`src/rtl/mod5_pkg.sv`:
```
// Shared constants for the modulo-5 counter.
package mod5_pkg;

   localparam int unsigned          MOD5_WIDTH     = 3;
   localparam logic [MOD5_WIDTH-1:0] MOD5_MAX       = 3'd4;
   localparam logic [MOD5_WIDTH-1:0] MOD5_RESET_VAL = 3'd0;

endpackage : mod5_pkg

```
`src/rtl/mod5_counter.sv`:
```
// Free-running modulo-5 counter, 0..4 then wrap, with a registered
// terminal-count flag that is high in the same cycle as q == 4.
module mod5_counter
   import mod5_pkg::*;
(
   input  logic                  clk,
   input  logic                  reset,
   output logic [MOD5_WIDTH-1:0] q,
   output logic                  tc
);

   logic [MOD5_WIDTH-1:0] q_next;
   logic                  tc_next;

   // Next count and next terminal flag; illegal codes 5..7 fall back to 0.
   always_comb begin
      q_next  = MOD5_RESET_VAL;
      tc_next = 1'b0;
      case (q)
         3'd0, 3'd1, 3'd2, 3'd3: begin
            q_next  = q + 3'd1;
            tc_next = (q_next == MOD5_MAX);
         end
         MOD5_MAX: begin
            q_next  = MOD5_RESET_VAL;
            tc_next = 1'b0;
         end
         default: begin
            q_next  = MOD5_RESET_VAL;
            tc_next = 1'b0;
         end
      endcase
   end

   // Count register; synchronous active-low reset takes priority over stepping.
   always_ff @(posedge clk) begin
      if (!reset) begin
         q  <= MOD5_RESET_VAL;
         tc <= 1'b0;
      end else begin
         q  <= q_next;
         tc <= tc_next;
      end
   end

endmodule : mod5_counter

```
`config.mk`:
```
export PLATFORM = sky130hd
export DESIGN_NAME = mod5_counter
export DESIGN_NICKNAME = d
export VERILOG_FILES = /design/src/rtl/mod5_pkg.sv /design/src/rtl/mod5_counter.sv
export SDC_FILE = /design/constraint.sdc
export NUM_CORES = 1
export LEC_CHECK = 0
export ABC_CLOCK_PERIOD_IN_PS = 1700
export CORE_AREA = 2 2 39 41
export CTS_CLUSTER_DIAMETER = 100
export DETAILED_ROUTE_END_ITERATION = 6
export DIE_AREA = 0 0 41 43
export SLEW_MARGIN = 20
export SYNTH_ARGS = -nofsm -noshare
export SYNTH_HDL_FRONTEND = slang
export SYNTH_SLANG_ARGS = --single-unit
```
`constraint.sdc`:
```
create_clock -name clk -period 1.7 [get_ports clk]
set_input_delay 0.34 -clock clk [delete_from_list [all_inputs] [get_ports clk]]
set_output_delay 0.34 -clock clk [all_outputs]
set_load 0.005 [all_outputs]
```
# After elaboration in Yosys (flattened, before gate mapping)
# Index checks and enable logic that the tools add are counted.
[totals]
register_bits = 4
latch_bits = 0
mem_bits_rw = 0
romBits = 0
input_bits = 2
output_inout_bits = 4
elab_cells = 10
mem_count = 0
[classes]
add_sub_neg = 1
n_mul = 0
div = 0
order_cmp = 0
n_eq_ne = 4
n_shift = 0
muxes = 0
bitwise = 0
reduce_logical = 3
[ops]
columns = ["op", "count"]
rows = [
  ["equality test 3 x 2 -> 1 bit, second input constant", 2],
  ["OR reduction 4 bit", 1],
  ["adder 3 x 1 -> 3 bit, second input constant", 1],
  ["equality test 3 x 1 -> 1 bit, second input constant", 1],
  ["equality test 3 bit, second input constant", 1],
  ["logical NOT 3 bit", 1],
  ["AND reduction 2 bit", 1],
]

# Depth between registers and ports, before layout
# Gate-level depths: netlist of run 1.
[depth]
ltp_word = 3
mapped_depth = 5
ltp_nobuf = 5

# Least setup slack after synthesis of run 1
# No wires, ideal clock.
[synth_path]
path_type = "reg2reg"
start = "register q[0]"
end = "register tc"
setup_time_ps = 124
arrival_time_ps = 1385
required_ps = 1576
setup_slack_ps = 191
stages_incl_launch_ff = 6
path_buffers = 0
synth_period_minus_slack_ps = 1509
path_cell_list = "dfxtp_1 ha_1 ha_1 or4_1 o211ai_2 nor3b_2"
[synth_between]
elab_chain_cells = 3
elab_cells_between_ends = 8
cone_classes = "add/sub (1); eq/ne (4); reduce/logical (3)"
[synth_rtl]
columns = ["element", "line_no", "rtl"]
rows = [
  ["start, declared", "mod5_counter.sv:8", "output logic [MOD5_WIDTH-1:0] q,"],
  ["start signal, assigned", "mod5_counter.sv:41", "q <= q_next;"],
  ["parallel branches: the longest is 3 deep, another holds adder 3 x 1 -> 3 bit", "-", ""],
  ["end signal, assigned", "mod5_counter.sv:42", "tc <= tc_next;"],
  ["end, declared", "mod5_counter.sv:9", "output logic tc"],
]
# Parallel ways; which one is timed is not known.
# A chain may end at the register's enable or synchronous reset.

# Final worst setup path of run 1
# Ends and elaborated chain as after synthesis.

==> metrics, run 1 <==
routed wire length=348 um; startpoint types=flop; CTS Sinks=4; PortBufs=5; fin area=307 sq um; skew final=0.000881 ns; P&R area growth vs syn=43.3%; pin count of the biggest net entering global routing=7; gr usage total=0.0663; full die area=1760 sq um; main combinational cell family by area after synthesis=adder cells; routed len/inst=7.91 um; MaxCap Viol Count=0; status=finished, final reports clean; Hold Path Class=reg -> reg; M1 WL=166 um; Arr. time, crit path=1.69 ns; row cnt=14; syn nets=28; mean area per synthesized cell=10.7 sq um; DR vias/cell=3.57; core area=1380 sq um; global route overflow=0; Final HPWL DP=266 um; drt pass-1 iters=2; Crit. End Element=flop; first-pass GRT wire length=655 um; Yosys Warn Count=0; area fraction in compound gates after synthesis=0.0585; RePlAce Congestion=0.664; endpoints failing setup=0; filler cell count=157; IO Pins=6; power per cell area=1450 nW/um^2; setup TNS=0 ns; count of final max-slew check failures=0; top layer in use=met3; Syn Inst Count=20; Num CTS Buffers=3; clk slew on worst S/H paths=0.04 ns; Diodes inserted=0; Synth Area in Adders=0.351; number of remaining DRC errors=0; CP dominant cell by count=ha_1; Max transition margin=0.838; worst vdd ir=637 uV; antenna violations before repair=0; share of cells above drive strength 1=0.179; post-cts gate resize count=0; Initial Util=0.155; Cell variety after synth=7; Fmax=635 MHz; Cell Area, Synth=214 sq um; Final Hold Viols=0; Placed Area=284 sq um; RSZ-0062 raised after global routing=false; post-CTS setup buffer count=0; Chip Width=41 um; leak pwr=0.133 nW; root buffer cell=clkbuf_4; DR WL met2=132 um; fin crit period=1.57 ns; met3 wire len=50 um; Max stage delay on crit path=0.49 ns; critical path cell sequence=ha_1 -> ha_1 -> or4_1 -> o211ai_2 -> nor3b_2; CTS tree=built; Req. time, crit path=1.81 ns; Worst path slowest cell=or4_1; Setup Crit Path Kind=reg -> reg; Detailed Route Iter0 Violations=1; H-tree depth=1; slew at the pin with the worst max-slew slack=0.243 ns; vias in the first global route=154; sequential fraction of the synthesis area=0.374; critical path peak fanout=6; Nets=38; Die Y-Extent=43 um; total number of vias=157; flop and latch count out of synthesis=4; antenna-violating nets left=0; maximum clock path buffer count=2; CTS Hold Bufs=0; Clk Latency, worst-skew pair=0.23 ns; xor-xnor portion of the synthesized cell area=0; fin crit share=0.926; mux cell area share after synthesis=0; Post-Synth Simple-Gate Area=0.146
[critical path: cells and delay by family, from the launching register on]
kind	cells	cell delay, ns
simple gates	2	0.57
fa+ha+maj	2	0.42
flops	1	0.35
compound gates	1	0.12
[placed cells by master (no fill, tap or decap)]
cell	count
ha_1	6
clkdlybuf4s50_1	5
inv_1	4
dfxtp_1	4
nor2_1	3
clkbuf_4	3
or4_1	1
o211ai_2	1
nor3b_2	1
[per-layer routing]
layer | vias up | track usage
li1 | 80 | -
met1 | 70 | 0.0740
met2 | 7 | 0.0563
met3 | 0 | 0.0995
met4 | 0 | 0.0400
met5 | - | 0
[stage by stage]
| stage | total power, mW | hold slack, ns | setup WS (ns) | util | std cells |
|---|---|---|---|---|---|
| after floorplan | 0.252 | 0.473 | 0.191 | - | 20 |
| after global placement | 0.327 | 0.482 | 0.149 | 0.205 | 41 |
| after detailed placement | 0.332 | 0.494 | 0.126 | 0.205 | 41 |
| after CTS | 0.456 | 0.505 | 0.115 | 0.222 | 44 |
| after global routing | 0.490 | 0.522 | 0.0233 | 0.222 | 44 |
| final | 0.446 | 0.500 | 0.126 | 0.222 | 44 |
[power by group]
| part | switching, mW | leakage (nW) | internal (mW) |
|---|---|---|---|
| sequential | 0.0344 | 0.0327 | 0.120 |
| clock | 0.0375 | 0.0138 | 0.0789 |
| combinational | 0.0808 | 0.0862 | 0.0941 |
[registers in the layout, indices dropped and copies added, names as in the netlist]
signal,flops
q,3
tc,1
[Yosys cell counts]
master	count	area, sq um
o211ai_2	1	12.5
dfxtp_1	4	80.1
inv_1	4	15.0
or4_1	1	7.51
nor3b_2	1	12.5
ha_1	6	75.1
nor2_1	3	11.3
[cell type report]
class	count	area (sq um)	area share
Timing Repair Buffer	5	50.0	0.163
Inverter	4	15.0	0.0490
Sequential cell	4	80.1	0.261
Tap cell	16	20.0	0.0653
Clock buffer	3	22.5	0.0735
Multi-Input combinational cell	12	119	0.388
[final timing paths]
kind                to  slack, ns  start  cells after the start
setup / recovery    tc       0.13   q[0]                      5
hold reg to reg   q[0]       0.50   q[0]                      1
hold / removal    q[0]       0.50   q[0]                      1
setup reg to reg    tc       0.13   q[0]                      5
[cells by family (layout without fill, tap and decap cells)]
kind of cell    Yosys count  after routing
fa+ha+maj                 6              6
compound gates            1              1
flops                     4              4
buf+inv                   4             12
simple gates              5              5
No activity file was read; power rests on OpenSTA's default activity.
==> run 2, diff against run 1 <==
- CELL_PAD_IN_SITES_DETAIL_PLACEMENT: unset -> 0
- CELL_PAD_IN_SITES_GLOBAL_PLACEMENT: unset -> 1
- GPL_TIMING_DRIVEN: unset -> 0
- PLACE_DENSITY_LB_ADDON: unset -> 0.1
==> run 2 against run 1 <==
  * Register-to-register slack is essentially flat
  * Final cell count is the same
  * Final area stayed put
  * Critical path depth unchanged
  * Total power shrank 0.84%
  * First-iteration DRC count is the same
  * Wire length shrank 2.0%
  * Count of clock-buffer cells in the layout unchanged
  * Combinational power fell by 5%
  * Utilization unchanged
  * Largest power group unchanged
  * Highest routed layer unchanged
==> metrics, run 2 (same netlist as run 1, synthesis figures left out) <==
CTS Hold Bufs=0 (unchanged); share of cells above drive strength 1=0.179 (unchanged); count of final max-slew check failures=0 (unchanged); core area=1380 sq um (unchanged); fin crit share=0.922 (was 0.926); Max stage delay on crit path=0.48 ns (was 0.49 ns); routed wire length=341 um (was 348 um); Hold EP=q[0] (unchanged); Comb pwr share=0.374 (was 0.392); IO Pins=6 (unchanged); clk slew on worst S/H paths=0.03 ns (was 0.04 ns); Detailed Route Iter0 Violations=1 (unchanged); hold depth=1 (unchanged); critical path peak fanout=6 (unchanged); Switching Share=0.344 (was 0.342); largest registers=q x3, tc x1 (unchanged); register-to-register setup slack=0.13 ns (about the same); Int Pwr=290 uW (was 293 uW); Crit. End Element=flop (unchanged); CTS Sinks=4 (unchanged); status=finished, final reports clean (unchanged); RR Startpoint=q[0] (unchanged); antenna-violating nets left=0 (unchanged); power per cell area=1440 nW/um^2 (was 1450 nW/um^2); Final Hold Viols=0 (unchanged); Biggest register=q (unchanged); antenna violations before repair=0 (unchanged); post-cts gate resize count=0 (unchanged); CP Launch Point=q[0] (unchanged); DR vias/cell=3.50 (was 3.57); Initial Util=0.155 (unchanged); R2R depth=5 (unchanged); CP dominant cell by count=ha_1 (unchanged); reg2reg end=tc (unchanged); Hold Path Class=reg -> reg (unchanged); fin crit period=1.57 ns (about the same); gr usage total=0.0621 (was 0.0663); placed insts=41 (unchanged); post-CTS setup buffer count=0 (unchanged); worst vdd ir=427 uV (was 637 uV); Die Y-Extent=43 um (unchanged); global route overflow=0 (unchanged); full die area=1760 sq um (unchanged); leak pwr=0.133 nW (unchanged); Setup Crit Path Kind=reg -> reg (unchanged); Fmax=638 MHz (was 635 MHz); root buffer cell=clkbuf_4 (unchanged); RePlAce Congestion=0.589 (was 0.664); Sw Pwr=152 uW (was 153 uW); Worst path slowest cell=or4_1 (unchanged); Chip Width=41 um (unchanged); min-delay src=q[0] (unchanged); Arr. time, crit path=1.68 ns (was 1.69 ns); critical path cell sequence=ha_1 -> ha_1 -> or4_1 -> o211ai_2 -> nor3b_2 (unchanged); MaxCap Viol Count=0 (unchanged); sequential share of power=0.349 (was 0.347); slew at the pin with the worst max-slew slack=0.242 ns (was 0.243 ns); filler cell count=164 (was 157); clock share of power=0.276 (was 0.261); drt pass-1 iters=2 (unchanged); Max transition margin=0.838 (about the same); total number of vias=154 (was 157); vias in the first global route=159 (was 154); pin count of the biggest net entering global routing=7 (unchanged); maximum clock path buffer count=2 (unchanged); H-tree depth=1 (unchanged); most common cell after layout, fill and taps aside=ha_1 (unchanged); RSZ-0062 raised after global routing=false (unchanged); Final HPWL DP=250 um (was 266 um); row cnt=14 (unchanged); CTS tree=built (unchanged); Num CTS Buffers=3 (unchanged); setup TNS=0 ns (unchanged); PortBufs=5 (unchanged); startpoint types=flop (unchanged); Clk Latency, worst-skew pair=0.24 ns (was 0.23 ns); number of flip-flops under the largest register name=3 (unchanged); first-pass GRT wire length=621 um (was 655 um); endpoints failing setup=0 (unchanged); skew final=0.00742 ns (was 0.000881 ns); Diodes inserted=0 (unchanged); Post-Layout Cell Count=44 (unchanged); routed len/inst=7.75 um (was 7.91 um); Req. time, crit path=1.82 ns (was 1.81 ns); Nets=38 (unchanged); P&R area growth vs syn=43.3% (unchanged); Core Util, Final=0.222 (unchanged); number of remaining DRC errors=0 (unchanged); most frequent cells in the layout=6 x ha_1, 5 x clkdlybuf4s50_1, 4 x inv_1, 4 x dfxtp_1 (unchanged)
-- run 2: cell counts in the layout (fill, tap and decap cells not counted) --
No cell type changed its count.
-- run 2: worst max-delay path: cells and delay by family, from the launching register on --
family                     cells  cell delay (ns)
and+or+nand+nor                2             0.55
adders and majority gates      2             0.41
DFF                            1             0.36
AOI/OAI and AO/OA              1             0.12
-- run 2: cell type report --
class / instances / area, sq um / area share
timing repair buffer: 5 / 50.0 / 0.163
inverter: 4 / 15.0 / 0.0490
clock buffer: 3 / 22.5 / 0.0735
sequential: 4 / 80.1 / 0.261
tap: 16 / 20.0 / 0.0653
multi-input combinational: 12 / 119 / 0.388
-- run 2: worst max-delay path by stage --
stage	slack, ns	to	cells after the start
floorplan	0.19	tc	5
CTS	0.10	tc	5
global route	0.01	tc	5
detailed placement	0.11	tc	5
finish	0.13	tc	5
global placement	0.08	tc	5
-- run 2: per-stage QoR --
step / area (sq um) / hold slack [ns] / total power, mW / setup slack, ns
floorplan: 214 / 0.473 / 0.252 / 0.191
global placement: 284 / 0.508 / 0.337 / 0.0841
detailed placement: 284 / 0.506 / 0.328 / 0.108
CTS: 307 / 0.516 / 0.454 / 0.104
global route: 307 / 0.539 / 0.501 / 0.0126
finish: 307 / 0.503 / 0.442 / 0.133
-- run 2: power groups by stage --
stage                     Sequential, mW  Clock [mW]  Combinational (mW)
after CTS                          0.157       0.126               0.171
after global placement             0.160           0               0.177
after detailed placement           0.158           0               0.170
final                              0.155       0.122               0.166
after floorplan                    0.152           0              0.0993
after global routing               0.160       0.138               0.204
-- run 2: metal layers --
layer  share of wire  wire, um  global-route usage
met5               0         0                   0
met4               0         0              0.0200
met3            0.14        48              0.0942
met2            0.41       140              0.0594
met1            0.45       153              0.0703
